<file path="src/rtl/mac_pkg.sv">
// Shared types and default widths for the framed multiply-accumulate sequencer.
package mac_pkg;
  typedef enum logic [1:0] {IDLE, CLR, RUN, DONE} state_t;

  localparam int DW_DEF = 4;
  localparam int AW_DEF = 8;
  localparam int LW_DEF = 4;
endpackage

</file>
<file path="src/rtl/mac_acc.sv">
// Multiply-accumulate register: unsigned DWxDW product added into an AW-bit wrapping accumulator.
module mac_acc
  import mac_pkg::*;
#(
  parameter int DW = DW_DEF,
  parameter int AW = AW_DEF
) (
  input  logic          clk,
  input  logic          rst,
  input  logic          clr,
  input  logic          en,
  input  logic [DW-1:0] a,
  input  logic [DW-1:0] b,
  output logic [AW-1:0] acc,
  output logic          carry
);

  logic [2*DW-1:0] prod;
  logic [AW:0]     sum;

  // One extra bit on top of the accumulator exposes the carry out of the wrap.
  function automatic logic [AW:0] wrap_add(input logic [AW-1:0] x, input logic [2*DW-1:0] p);
    return {1'b0, x} + (AW+1)'(p);
  endfunction

  always_comb begin
    prod  = (2*DW)'(a) * (2*DW)'(b);
    sum   = wrap_add(acc, prod);
    carry = sum[AW];
  end

  always_ff @(posedge clk) begin
    if (rst || clr) begin
      acc <= '0;
    end else if (en) begin
      acc <= sum[AW-1:0];
    end
  end

endmodule

</file>
<file path="src/rtl/mac_seq_ctrl.sv">
// Job sequencer: frames len operand pairs through mac_acc and presents the result under a handshake.
module mac_seq_ctrl
  import mac_pkg::*;
#(
  parameter int DW = DW_DEF,
  parameter int AW = AW_DEF,
  parameter int LW = LW_DEF
) (
  input  logic          clk,
  input  logic          rst,
  input  logic          start,
  input  logic [LW-1:0] len,
  output logic          busy,
  input  logic          in_valid,
  output logic          in_ready,
  input  logic [DW-1:0] a,
  input  logic [DW-1:0] b,
  output logic          out_valid,
  input  logic          out_ready,
  output logic [AW-1:0] mac_out,
  output logic          ovf
);

  state_t        state, state_nxt;
  logic [LW-1:0] cnt, len_q;
  logic          clr, en, last, carry;

  assign last = (cnt == len_q - LW'(1));

  always_comb begin
    state_nxt = state;
    busy      = 1'b1;
    in_ready  = 1'b0;
    out_valid = 1'b0;
    clr       = 1'b0;
    en        = 1'b0;
    unique case (state)
      IDLE: begin
        busy = 1'b0;
        if (start) begin
          // A zero-length job skips straight to DONE, clearing on the same edge.
          if (len == '0) begin
            state_nxt = DONE;
            clr       = 1'b1;
          end else begin
            state_nxt = CLR;
          end
        end
      end
      CLR: begin
        clr       = 1'b1;
        state_nxt = RUN;
      end
      RUN: begin
        in_ready = 1'b1;
        en       = in_valid;
        if (in_valid && last) state_nxt = DONE;
      end
      DONE: begin
        out_valid = 1'b1;
        if (out_ready) state_nxt = IDLE;
      end
      default: state_nxt = IDLE;
    endcase
  end

  always_ff @(posedge clk) begin
    if (rst) begin
      state <= IDLE;
      cnt   <= '0;
      len_q <= '0;
      ovf   <= 1'b0;
    end else begin
      state <= state_nxt;
      if (state == IDLE && start) begin
        len_q <= len;
        cnt   <= '0;
      end else if (en) begin
        cnt <= cnt + LW'(1);
      end
      if (clr) begin
        ovf <= 1'b0;
      end else if (en) begin
        ovf <= ovf | carry;
      end
    end
  end

  mac_acc #(
    .DW(DW),
    .AW(AW)
  ) u_acc (
    .clk  (clk),
    .rst  (rst),
    .clr  (clr),
    .en   (en),
    .a    (a),
    .b    (b),
    .acc  (mac_out),
    .carry(carry)
  );

endmodule

</file>
<file path="config.mk">
export PLATFORM = sky130hd
export DESIGN_NAME = mac_seq_ctrl
export DESIGN_NICKNAME = d
export VERILOG_FILES = /design/src/rtl/mac_pkg.sv /design/src/rtl/mac_acc.sv /design/src/rtl/mac_seq_ctrl.sv
export SDC_FILE = /design/constraint.sdc
export NUM_CORES = 1
export LEC_CHECK = 0
export ABC_AREA = 0
export BUFFER_PORTS_ARGS = -buffer_cell sky130_fd_sc_hd__buf_2
export CAP_MARGIN = 15
export CORE_MARGIN = 2
export CORE_UTILIZATION = 60
export DETAILED_ROUTE_END_ITERATION = 6
export HOLD_SLACK_MARGIN = 0.06
export PLACE_DENSITY = 0.89
export REMOVE_ABC_BUFFERS = 1
export SETUP_SLACK_MARGIN = 0.02
export SYNTH_ARGS = -nofsm -noshare
export SYNTH_HDL_FRONTEND = slang
export SYNTH_SLANG_ARGS = --single-unit
</file>
<file path="constraint.sdc">
create_clock -name clk -period 8.3 [get_ports clk]
set_clock_uncertainty 0.1 [all_clocks]
set_input_delay 0.83 -clock clk [delete_from_list [all_inputs] [get_ports clk]]
set_output_delay 0.83 -clock clk [all_outputs]
set_load 0.05 [all_outputs]
</file>
-- Yosys cells after proc, flatten, opt, wreduce, memory -nomap -nowiden
Index checks and enable logic that the tools add are counted.
- output and inout port bits: 12
- bits in registers: 19
- input port bits: 17
- word-level logic and storage cells: 37
- reduce and logical (&&, ||, !) cells: 8
- bitwise gates (word level): 1
- muxes and demuxes: 12
- $add $sub $neg: 3
- eq/ne operators: 7
- multipliers: 1
- operators by type and width (operator ; number):
    8-bit by 8-bit adder with 9-bit output ; 1
    4-bit by 4-bit multiplier with 8-bit output ; 1
    2-bit two-way mux ; 4
    2-bit case mux with 4 select lines ; 1
    1-bit two-way mux ; 6
    2-bit inequality test (second input constant) ; 3
    4-bit by 1-bit adder with 4-bit output (second input constant) ; 1
    2-bit equality test (second input constant) ; 2
    4-bit equality test ; 1
    4-bit zero test ; 1
    2-bit OR reduction ; 2
    4-bit by 1-bit subtractor with 4-bit output (second input constant) ; 1
    3-bit AND reduction ; 1
    2-bit by 1-bit equality test with 1-bit output (second input constant) ; 1
    1-bit logical AND ; 2
    2-bit zero test ; 1
    1-bit case mux with 2 select lines ; 1
    1-bit logical OR ; 1
    1-bit bitwise OR ; 1

-- Logic depth before layout (Yosys ltp)
Gate-level depths: netlist of the first run.
- depth after elaboration: 5
- depth in mapped cells: 13
- mapped depth without buffers: 13

-- By module
A second synthesis of the first run with hierarchy kept.
- cells, all modules: 188
- area, all modules: 1636.6 µm²
- modules (own cells, without submodules) (module ; cells each ; area each (µm²) ; seq. area each (µm²) ; times used):
    mac_acc ; 118 ; 1016.0 ; 160.2 ; 1
    mac_seq_ctrl ; 70 ; 620.6 ; 220.2 ; 1

-- Worst setup path after synthesis of the first run
No wires, ideal clock.
- path type: input to register
- start point: input a[0]
- end point: register u_acc.acc[7]
- required time: 8.083 ns
- cell stages on the path: 11
- data arrival time: 3.520 ns
- path buffers: 0
- setup time: 0.117 ns
- setup slack: 4.562 ns
- cell sequence: nand2_1 > fa_1 > fa_1 > inv_1 > fa_1 > ha_1 > a211oi_1 > o21bai_1 > a21oi_1 > mux2i_1 > nand2_1
- longest elaborated chain between the ends: 2
- RTL lines (what ; line ; RTL):
    start: declaration ; mac_seq_ctrl.sv:16 ; input logic [DW-1:0] a,
    4-bit by 4-bit multiplier with 8-bit output ; mac_acc.sv:27 ; prod = (2*DW)'(a) * (2*DW)'(b);
    8-bit by 8-bit adder with 9-bit output ; mac_acc.sv:23 ; return {1'b0, x} + (AW+1)'(p);
    end signal: assignment ; mac_acc.sv:36 ; acc <= sum[AW-1:0];
    end: declaration ; mac_acc.sv:14 ; output logic [AW-1:0] acc,
No other way between the ends.
A chain may end at the register's enable or synchronous reset.

-- Worst setup path in the final report of the first run
Ends and elaborated chain as after synthesis.

==> impl_metrics.env, run 1 <==
export IMPL_period_share_pct=45.2
export IMPL_synth_distinct_cells=31
export IMPL_ys_warn_count=0
export IMPL_io_pins=29
export IMPL_drv_slew=0
export IMPL_netlist_top_cells_area="dfxtp_1 23%, ha_1 18%, fa_1 11%"
export IMPL_cts_resized=0
export IMPL_num_rows=18
export IMPL_maxSlewHeadroom_pct=65.3
export IMPL_area_growth_pct=11.2
export IMPL_synth_common_cells="28 x inv_1, 27 x nand2_1, 23 x ha_1, 19 x dfxtp_1, 16 x a21oi_1"
export IMPL_cp_max_fo=5
export IMPL_power_density_nw_per_um2=206
export IMPL_setup_viol=0
export IMPL_htreeDepth=1
export IMPL_ys_async_sr_fraction_pct=0
export IMPL_ys_ff_latch=19
export IMPL_hold_viol=0
export IMPL_core_um2=2520
export IMPL_cts_setup_buffers=0
export IMPL_die_h_um=56.2
export IMPL_wl_per_cell_um=12.2
export IMPL_endpoint_kind="register"
export IMPL_synth_avg_cell_area_um2=8.40
export IMPL_leakage_nw=0.931
export IMPL_drc_errors=0
export IMPL_grt_usage_pct=21.1
export IMPL_numCtsBuffers=3
export IMPL_synth_edff_count=0
export IMPL_cts_sinks=19
export IMPL_cts_max_path_buffers=2
export IMPL_dr_pass1_iters=4
export IMPL_avgViaCountPerCell=5.42
export IMPL_clk_latency_ps=300
export IMPL_critPathRequiredTime_ps=8400
export IMPL_cts_hold_fix_buffers=0
export IMPL_vdd_drop_max_mv=0.225
export IMPL_synth_most_common_cell="inv_1"
export IMPL_grt_ovfl_total=0
export IMPL_critPathKind="input port to register"
export IMPL_vias=1367
export IMPL_diodes=0
export IMPL_grt_pass1_vias=1332
export IMPL_initial_core_util_pct=64.9
export IMPL_worst_pin_slew_ps=518
export IMPL_start_kind="input port"
export IMPL_cts_tree="built"
export IMPL_grt_max_degree=15
export IMPL_hpwl_um=2520
export IMPL_yosysSeqAreaShare_pct=23.2
export IMPL_post_route_min_period_ps=3750
export IMPL_fmax_ghz=0.267
export IMPL_drive_above_1_share_pct=14.9
export IMPL_tns_ps=0
export IMPL_antenna_left=0
export IMPL_rsz0062_at_grt="false"
export IMPL_min_path_type="register to register"
export IMPL_portBuffers=28
export IMPL_cp_arrival_ps=3850
export IMPL_cts_root_buffer_cell="clkbuf_4"
export IMPL_status="finished clean"
export IMPL_grt_pass1_wl_um=5460
export IMPL_gp_congestion=0.865
export IMPL_yosys_area_top_type="dfxtp_1"
export IMPL_clk_pin_slew_ps=100
export IMPL_syn_inst=195
export IMPL_drt_iter0_drc=38
export IMPL_die_x_um=56.2
export IMPL_syn_area_um2=1640
export IMPL_drt_total_wl_um=3080
export IMPL_fin_nets=272
export IMPL_fin_util_pct=72.2
export IMPL_yosysTopAreaCellShare_pct=23.2
export IMPL_yosys_most_used_dff="dfxtp_1"
export IMPL_antenna_found_initial=0
export IMPL_die_area_um2=3160
export IMPL_drv_cap=0
==> cells by family (layout without fill, tap and decap cells) <==
logic type	Yosys count	in the layout	synth area share, %
AOI/OAI and AO/OA	33	33	13.6
and+or+nand+nor	63	63	18.6
DFF	19	19	23.2
xor gates and xnor gates	12	12	6.42
buffers and inverters	33	60	7.72
adders and majority gates	32	32	28.6
muxes	3	3	1.83
==> state kept, by name, indices dropped and copies added, names as in the netlist <==
name and flops:
u_acc.acc 8, cnt 4, ovf 1, len_q 4, state 2
==> path summary, 6_finish.rpt <==
| path | startpoint | slack (ps) | cells after the start | to |
|---|---|---|---|---|
| max | a[0] | 4550 | 12 | u_acc.acc[7] |
| min | ovf | 350 | 2 | ovf |
| max reg2reg | u_acc.acc[2] | 5680 | 9 | u_acc.acc[7] |
| min reg2reg | ovf | 350 | 2 | ovf |
==> stage by stage <==
| stage | hold slack, ps | cells | power [W] | instance area (um2) | setup slack [ps] |
|---|---|---|---|---|---|
| after floorplan | 343 | 190 | 0.000285 | 1620 | 4560 |
| after global placement | 339 | 248 | 0.000323 | 1790 | 4380 |
| after detailed placement | 335 | 248 | 0.000328 | 1790 | 4240 |
| after CTS | 351 | 252 | 0.000376 | 1820 | 4560 |
| after global routing | 372 | 252 | 0.000407 | 1820 | 4410 |
| final | 353 | 252 | 0.000375 | 1820 | 4550 |
==> final cells by class <==
type / count / area, um2
timing repair buffer: 28 / 140
sequential: 19 / 380
fill: 200 / 702
multi-input combinational: 143 / 1130
tap: 30 / 37.5
inverter: 28 / 105
clock buffer: 4 / 26.3
==> placed cells by master (no fill, tap or decap), types with 2 or more instances in the layout <==
cell / count
fa_1: 9
a211oi_1: 3
nand2_1: 27
nand2b_1: 3
inv_1: 28
o211ai_1: 2
o21ai_0: 2
nor3_1: 2
nor2_1: 5
xor2_1: 6
and2_1: 13
buf_2: 28
a311oi_1: 2
o21bai_1: 2
a21oi_1: 16
and3_1: 2
dfxtp_1: 19
clkbuf_4: 3
xnor2_1: 6
nand3_1: 8
ha_1: 23
mux2i_1: 3
==> worst max-delay path, cell delays in order <==
cell,delay [ps]
buf_2,100
nand2_1,80
fa_1,510
fa_1,560
inv_1,60
fa_1,460
ha_1,380
a211oi_1,330
o21bai_1,110
a21oi_1,180
mux2i_1,190
nand2_1,60
==> metal layers <==
| layer | GRT usage, % | share of wire [%] | up-vias |
|---|---|---|---|
| met5 | 0 | 0 | - |
| met4 | 4.08 | 1.5 | 0 |
| met3 | 4.88 | 5.2 | 8 |
| met2 | 35.0 | 47 | 38 |
| met1 | 28.1 | 46 | 623 |
| li1 | - | - | 698 |
==> where the power goes <==
group	switching (W)	leakage [nW]	internal (W)
combinational	0.000137	0.762	0.0000734
sequential	0.0000131	0.154	0.000104
clock	0.0000294	0.0150	0.0000187
(Power assumes the default switching activity.)
==> run 2: changes to the inputs <==
CORE_UTILIZATION = 50   (was 60)
PLACE_DENSITY = 0.79   (was 0.89)
clock period = 3.25 ns   (was 8.3 ns; I/O delays follow)
==> run 2 against run 1 <==
Against the previous run: register-to-register slack worse by 4900 ps; power grew to 2.7 times the previous value; die area increased by 19%; critical path type unchanged; largest cell class unchanged.
==> impl_metrics.env, run 2 (synthesis gave the netlist of run 1 again) <==
export IMPL_cts_sinks=19
export IMPL_fmax_ghz=0.323
export IMPL_diodes=0
export IMPL_antenna_left=0
export IMPL_cts_root_buffer_cell="clkbuf_4"
export IMPL_drive_above_1_share_pct=20.3
export IMPL_fin_util_pct=63.5
export IMPL_largest_reg_flops=8
export IMPL_placed_cell_area_um2=1880
export IMPL_clk_pin_slew_ps=110
export IMPL_comb_power_share_pct=59.5
export IMPL_maxSlewHeadroom_pct=63.8
export IMPL_cts_max_path_buffers=2
export IMPL_cp_arrival_ps=3240
export IMPL_holdWs_ps=170
export IMPL_rr_worst_depth=9
export IMPL_die_area_um2=3750
export IMPL_top_register="u_acc.acc"
export IMPL_status="finished clean"
export IMPL_io_pins=29
export IMPL_drc_errors=0
export IMPL_critPathRequiredTime_ps=3390
export IMPL_period_share_pct=95.4
export IMPL_layout_common_cells="28 x inv_1, 28 x buf_2, 27 x nand2_1, 20 x ha_1, 19 x dfxtp_1"
export IMPL_cp_max_fo=5
export IMPL_numCtsBuffers=3
export IMPL_hold_path_depth=3
export IMPL_p_total_w=0.00103
export IMPL_gp_congestion=0.818
export IMPL_grt_ovfl_total=0
export IMPL_power_density_nw_per_um2=527
export IMPL_grt_usage_pct=19.1
export IMPL_drt_total_wl_um=3170
export IMPL_grt_max_degree=15
export IMPL_drt_iter0_drc=26
export IMPL_start_kind="input port"
export IMPL_portBuffers=28
export IMPL_dr_pass1_iters=4
export IMPL_area_growth_pct=19.4
export IMPL_core_um2=3080
export IMPL_min_path_type="input port to register"
export IMPL_p_switching_w=0.000475
export IMPL_post_route_min_period_ps=3100
export IMPL_die_x_um=61.2
export IMPL_worst_pin_slew_ps=538
export IMPL_htreeDepth=1
export IMPL_fin_nets=282
export IMPL_initial_core_util_pct=53.2
export IMPL_antenna_found_initial=0
export IMPL_internal_power_w=0.000557
export IMPL_critPathKind="input port to register"
export IMPL_cts_tree="built"
export IMPL_power_frac_seq_pct=28.8
export IMPL_stdcell_area_um2=1960
export IMPL_drv_slew=0
export IMPL_vdd_drop_max_mv=0.627
export IMPL_num_rows=20
export IMPL_clkPwrFrac_pct=11.7
export IMPL_p_sw_share_pct=46.0
export IMPL_grt_pass1_wl_um=5390
export IMPL_n_fill_cell=277
export IMPL_reg_top3="u_acc.acc (8), cnt (4), len_q (4)"
export IMPL_cts_hold_fix_buffers=0
export IMPL_clk_latency_ps=300
export IMPL_tns_ps=0
export IMPL_hpwl_um=2580
export IMPL_leakage_nw=0.977
export IMPL_grt_pass1_vias=1287
export IMPL_avgViaCountPerCell=5.00
export IMPL_hold_viol=0
export IMPL_vias=1380
export IMPL_rsz0062_at_grt="false"
export IMPL_drv_cap=0
export IMPL_wl_per_cell_um=11.5
export IMPL_die_h_um=61.2
export IMPL_endpoint_kind="register"
export IMPL_setup_viol=0
## run 2: cell types whose count changed in the layout (fill, tap and decap cells not counted)
cell / delta
a211oi_1: -1
a211oi_2: +1
ha_4: +3
buf_4: +10
ha_1: -3
## run 2: layout make-up
cell class	count	area (um2)	share of cell area [%]
Sequential cell	19	380	19.4
Multi-Input combinational cell	143	1170	60.0
Timing Repair Buffer	38	215	11.0
Tap cell	44	55.1	2.82
Clock buffer	4	26.3	1.34
Inverter	28	105	5.37
## run 2: routing by layer
metal	vias up	GRT usage [%]	part of all wire (%)
li1	718	-	-
met2	24	32.2	47
met5	-	0	0
met1	632	25.1	48
met4	0	3.73	1.1
met3	6	4.41	3.6
## run 2: final timing paths
path | slack, ps | from | end
min reg2reg | 370 | ovf | ovf
max reg2reg | 760 | u_acc.acc[2] | ovf
max | 150 | b[2] | u_acc.acc[6]
min | 170 | len[1] | len_q[1]
## run 2: stage by stage
step,cells,setup slack [ps]
5_1_grt,276,20.2
6_report,276,151
3_3_place_gp,271,-173
4_1_cts,275,49.4
3_5_place_dp,271,-279
2_1_floorplan,190,17.4
## run 2: critical path, cell delays in order
cell and delay (ps):
buf_2 110, nand2_1 70, fa_1 490, fa_1 550
inv_1 60, fa_1 500, ha_4 320, nand3_1 70
o211ai_1 220, buf_4 160, xor2_1 150, nand2_1 70
a21oi_1 150
## run 2: what timing repair did
action,in CTS,in global routing
gates resized for setup,0,4
endpoints found under the setup margin,0,2
buffers inserted,0,1
endpoints found under the hold margin,0,0
## run 2: power groups by stage
stage	logic, W	clock network [W]	registers [W]
global placement	0.000563	0	0.000301
detailed placement	0.000578	0	0.000303
floorplan	0.000400	0	0.000327
finish	0.000614	0.000120	0.000297
CTS	0.000581	0.000125	0.000297
global route	0.000682	0.000136	0.000303
==> run 3: changes to the inputs <==
CORE_UTILIZATION = 60   (was 50)
PLACE_DENSITY = 0.89   (was 0.79)
clock period = 3.6 ns   (was 3.25 ns; I/O delays follow)
==> run 3 against run 2 <==
Against the previous run: core utilization rose by 8.6 points; hold slack better by 35 ps; power decreased by 16%; count of clock-buffer cells in the layout is the same; die area down 16%; first-iteration DRC count grew 12%; final area down 6.9%; sequential share of layout area up 1.4 points; combinational power is 21% lower.
==> impl_metrics.env, run 3 (synthesis gave the netlist of run 1 again) <==
export IMPL_status="finished clean"
export IMPL_cts_sinks=19
export IMPL_clk_pin_slew_ps=110
export IMPL_rr_worst_depth=9
export IMPL_startpoint="a[0]"
export IMPL_timing_rr_end="u_acc.acc[7]"
export IMPL_die_area_um2=3160
export IMPL_io_pins=29
export IMPL_diodes=0
export IMPL_num_rows=18
export IMPL_fmax_ghz=0.305
export IMPL_vdd_drop_max_mv=0.569
export IMPL_leakage_nw=0.931
export IMPL_grt_usage_pct=21.2
export IMPL_cts_resized=0
export IMPL_drive_above_1_share_pct=14.9
export IMPL_crit_end="u_acc.acc[7]"
export IMPL_min_path_type="input port to register"
export IMPL_period_share_pct=91.2
export IMPL_clk_latency_ps=300
export IMPL_placed_cell_area_um2=1790
export IMPL_htreeDepth=1
export IMPL_cp_max_fo=5
export IMPL_rsz0062_at_grt="false"
export IMPL_gp_congestion=0.865
export IMPL_power_density_nw_per_um2=473
export IMPL_die_x_um=56.2
export IMPL_cts_setup_buffers=0
export IMPL_area_growth_pct=11.2
export IMPL_drv_cap=0
export IMPL_post_route_min_period_ps=3280
export IMPL_critPathKind="input port to register"
export IMPL_critPathRequiredTime_ps=3700
export IMPL_r2r_start="u_acc.acc[2]"
export IMPL_wl_per_cell_um=11.9
export IMPL_top_register="u_acc.acc"
export IMPL_die_h_um=56.2
export IMPL_tns_ps=0
export IMPL_vias=1333
export IMPL_p_total_w=0.000862
export IMPL_hpwl_um=2520
export IMPL_fin_nets=272
export IMPL_layout_common_cells="28 x inv_1, 28 x buf_2, 27 x nand2_1, 23 x ha_1, 19 x dfxtp_1"
export IMPL_numCtsBuffers=3
export IMPL_dr_pass1_iters=4
export IMPL_start_kind="input port"
export IMPL_drt_total_wl_um=3000
export IMPL_setup_ws_ps=318
export IMPL_cts_tree="built"
export IMPL_grt_max_degree=15
export IMPL_cts_root_buffer_cell="clkbuf_4"
export IMPL_reg_top3="u_acc.acc (8), cnt (4), len_q (4)"
export IMPL_worst_pin_slew_ps=525
export IMPL_n_fill_cell=202
export IMPL_drt_iter0_drc=29
export IMPL_drc_errors=0
export IMPL_grt_pass1_vias=1299
export IMPL_preCtsSetupSlack_ps=13.4
export IMPL_drv_slew=0
export IMPL_cts_max_path_buffers=2
export IMPL_grt_ovfl_total=0
export IMPL_cts_hold_fix_buffers=0
export IMPL_antenna_found_initial=0
export IMPL_maxSlewHeadroom_pct=64.7
export IMPL_grt_pass1_wl_um=5480
export IMPL_endpoint_kind="register"
export IMPL_antenna_left=0
export IMPL_setup_viol=0
export IMPL_r2r_slack_ps=970
export IMPL_avgViaCountPerCell=5.29
export IMPL_core_um2=2520
export IMPL_initial_core_util_pct=64.9
export IMPL_largest_reg_flops=8
export IMPL_hold_viol=0
export IMPL_holdWs_ps=204
export IMPL_portBuffers=28
export IMPL_cp_arrival_ps=3380
export IMPL_stdcell_area_um2=1820
-- run 3: cell types whose count changed in the layout (fill, tap and decap cells not counted), sizes merged --
cell	delta
buf	-10
-- run 3: worst min path at each step --
stage | startpoint | to | slack [ps] | cells after the start
6_report | len[1] | len_q[1] | 200 | 3
5_1_grt | len[3] | len_q[3] | 210 | 3
4_1_cts | len[1] | len_q[1] | 200 | 3
3_5_place_dp | ovf | ovf | 330 | 2
3_3_place_gp | ovf | ovf | 340 | 2
2_1_floorplan | rst | len_q[0] | 330 | 1
-- run 3: worst max-delay path, stage by stage --
cell and delay (ps):
buf_2 110, nand2_1 80, fa_1 510, fa_1 550
inv_1 50, fa_1 460, ha_1 380, a211oi_1 350
o21bai_1 110, a21oi_1 180, mux2i_1 190, nand2_1 60
-- run 3: through the flow --
step                      instances  utilization [%]
final                           252             72.2
after floorplan                 190                -
after CTS                       252             72.2
after global routing            252             72.2
after detailed placement        248             71.1
after global placement          248             71.1
-- run 3: where the power goes --
part           internal [W]  switching (W)  leakage [nW]
sequential         0.000239      0.0000295         0.154
clock             0.0000432      0.0000671        0.0150
combinational      0.000170       0.000313         0.762
total              0.000452       0.000410         0.931
-- run 3: routing by layer --
metal | routed length [um] | GRT usage (%)
met1 | 1460 | 29.1
met2 | 1440 | 35.8
met3 | 97 | 4.19
met4 | 8 | 2.04
met5 | 0 | 0
-- run 3: final cells by class --
class	instances	area (um2)	area share (%)
timing repair buffer	28	140	7.70
inverter	28	105	5.77
clock buffer	4	26.3	1.44
sequential	19	380	20.9
tap	30	37.5	2.06
multi-input combinational	143	1130	62.1
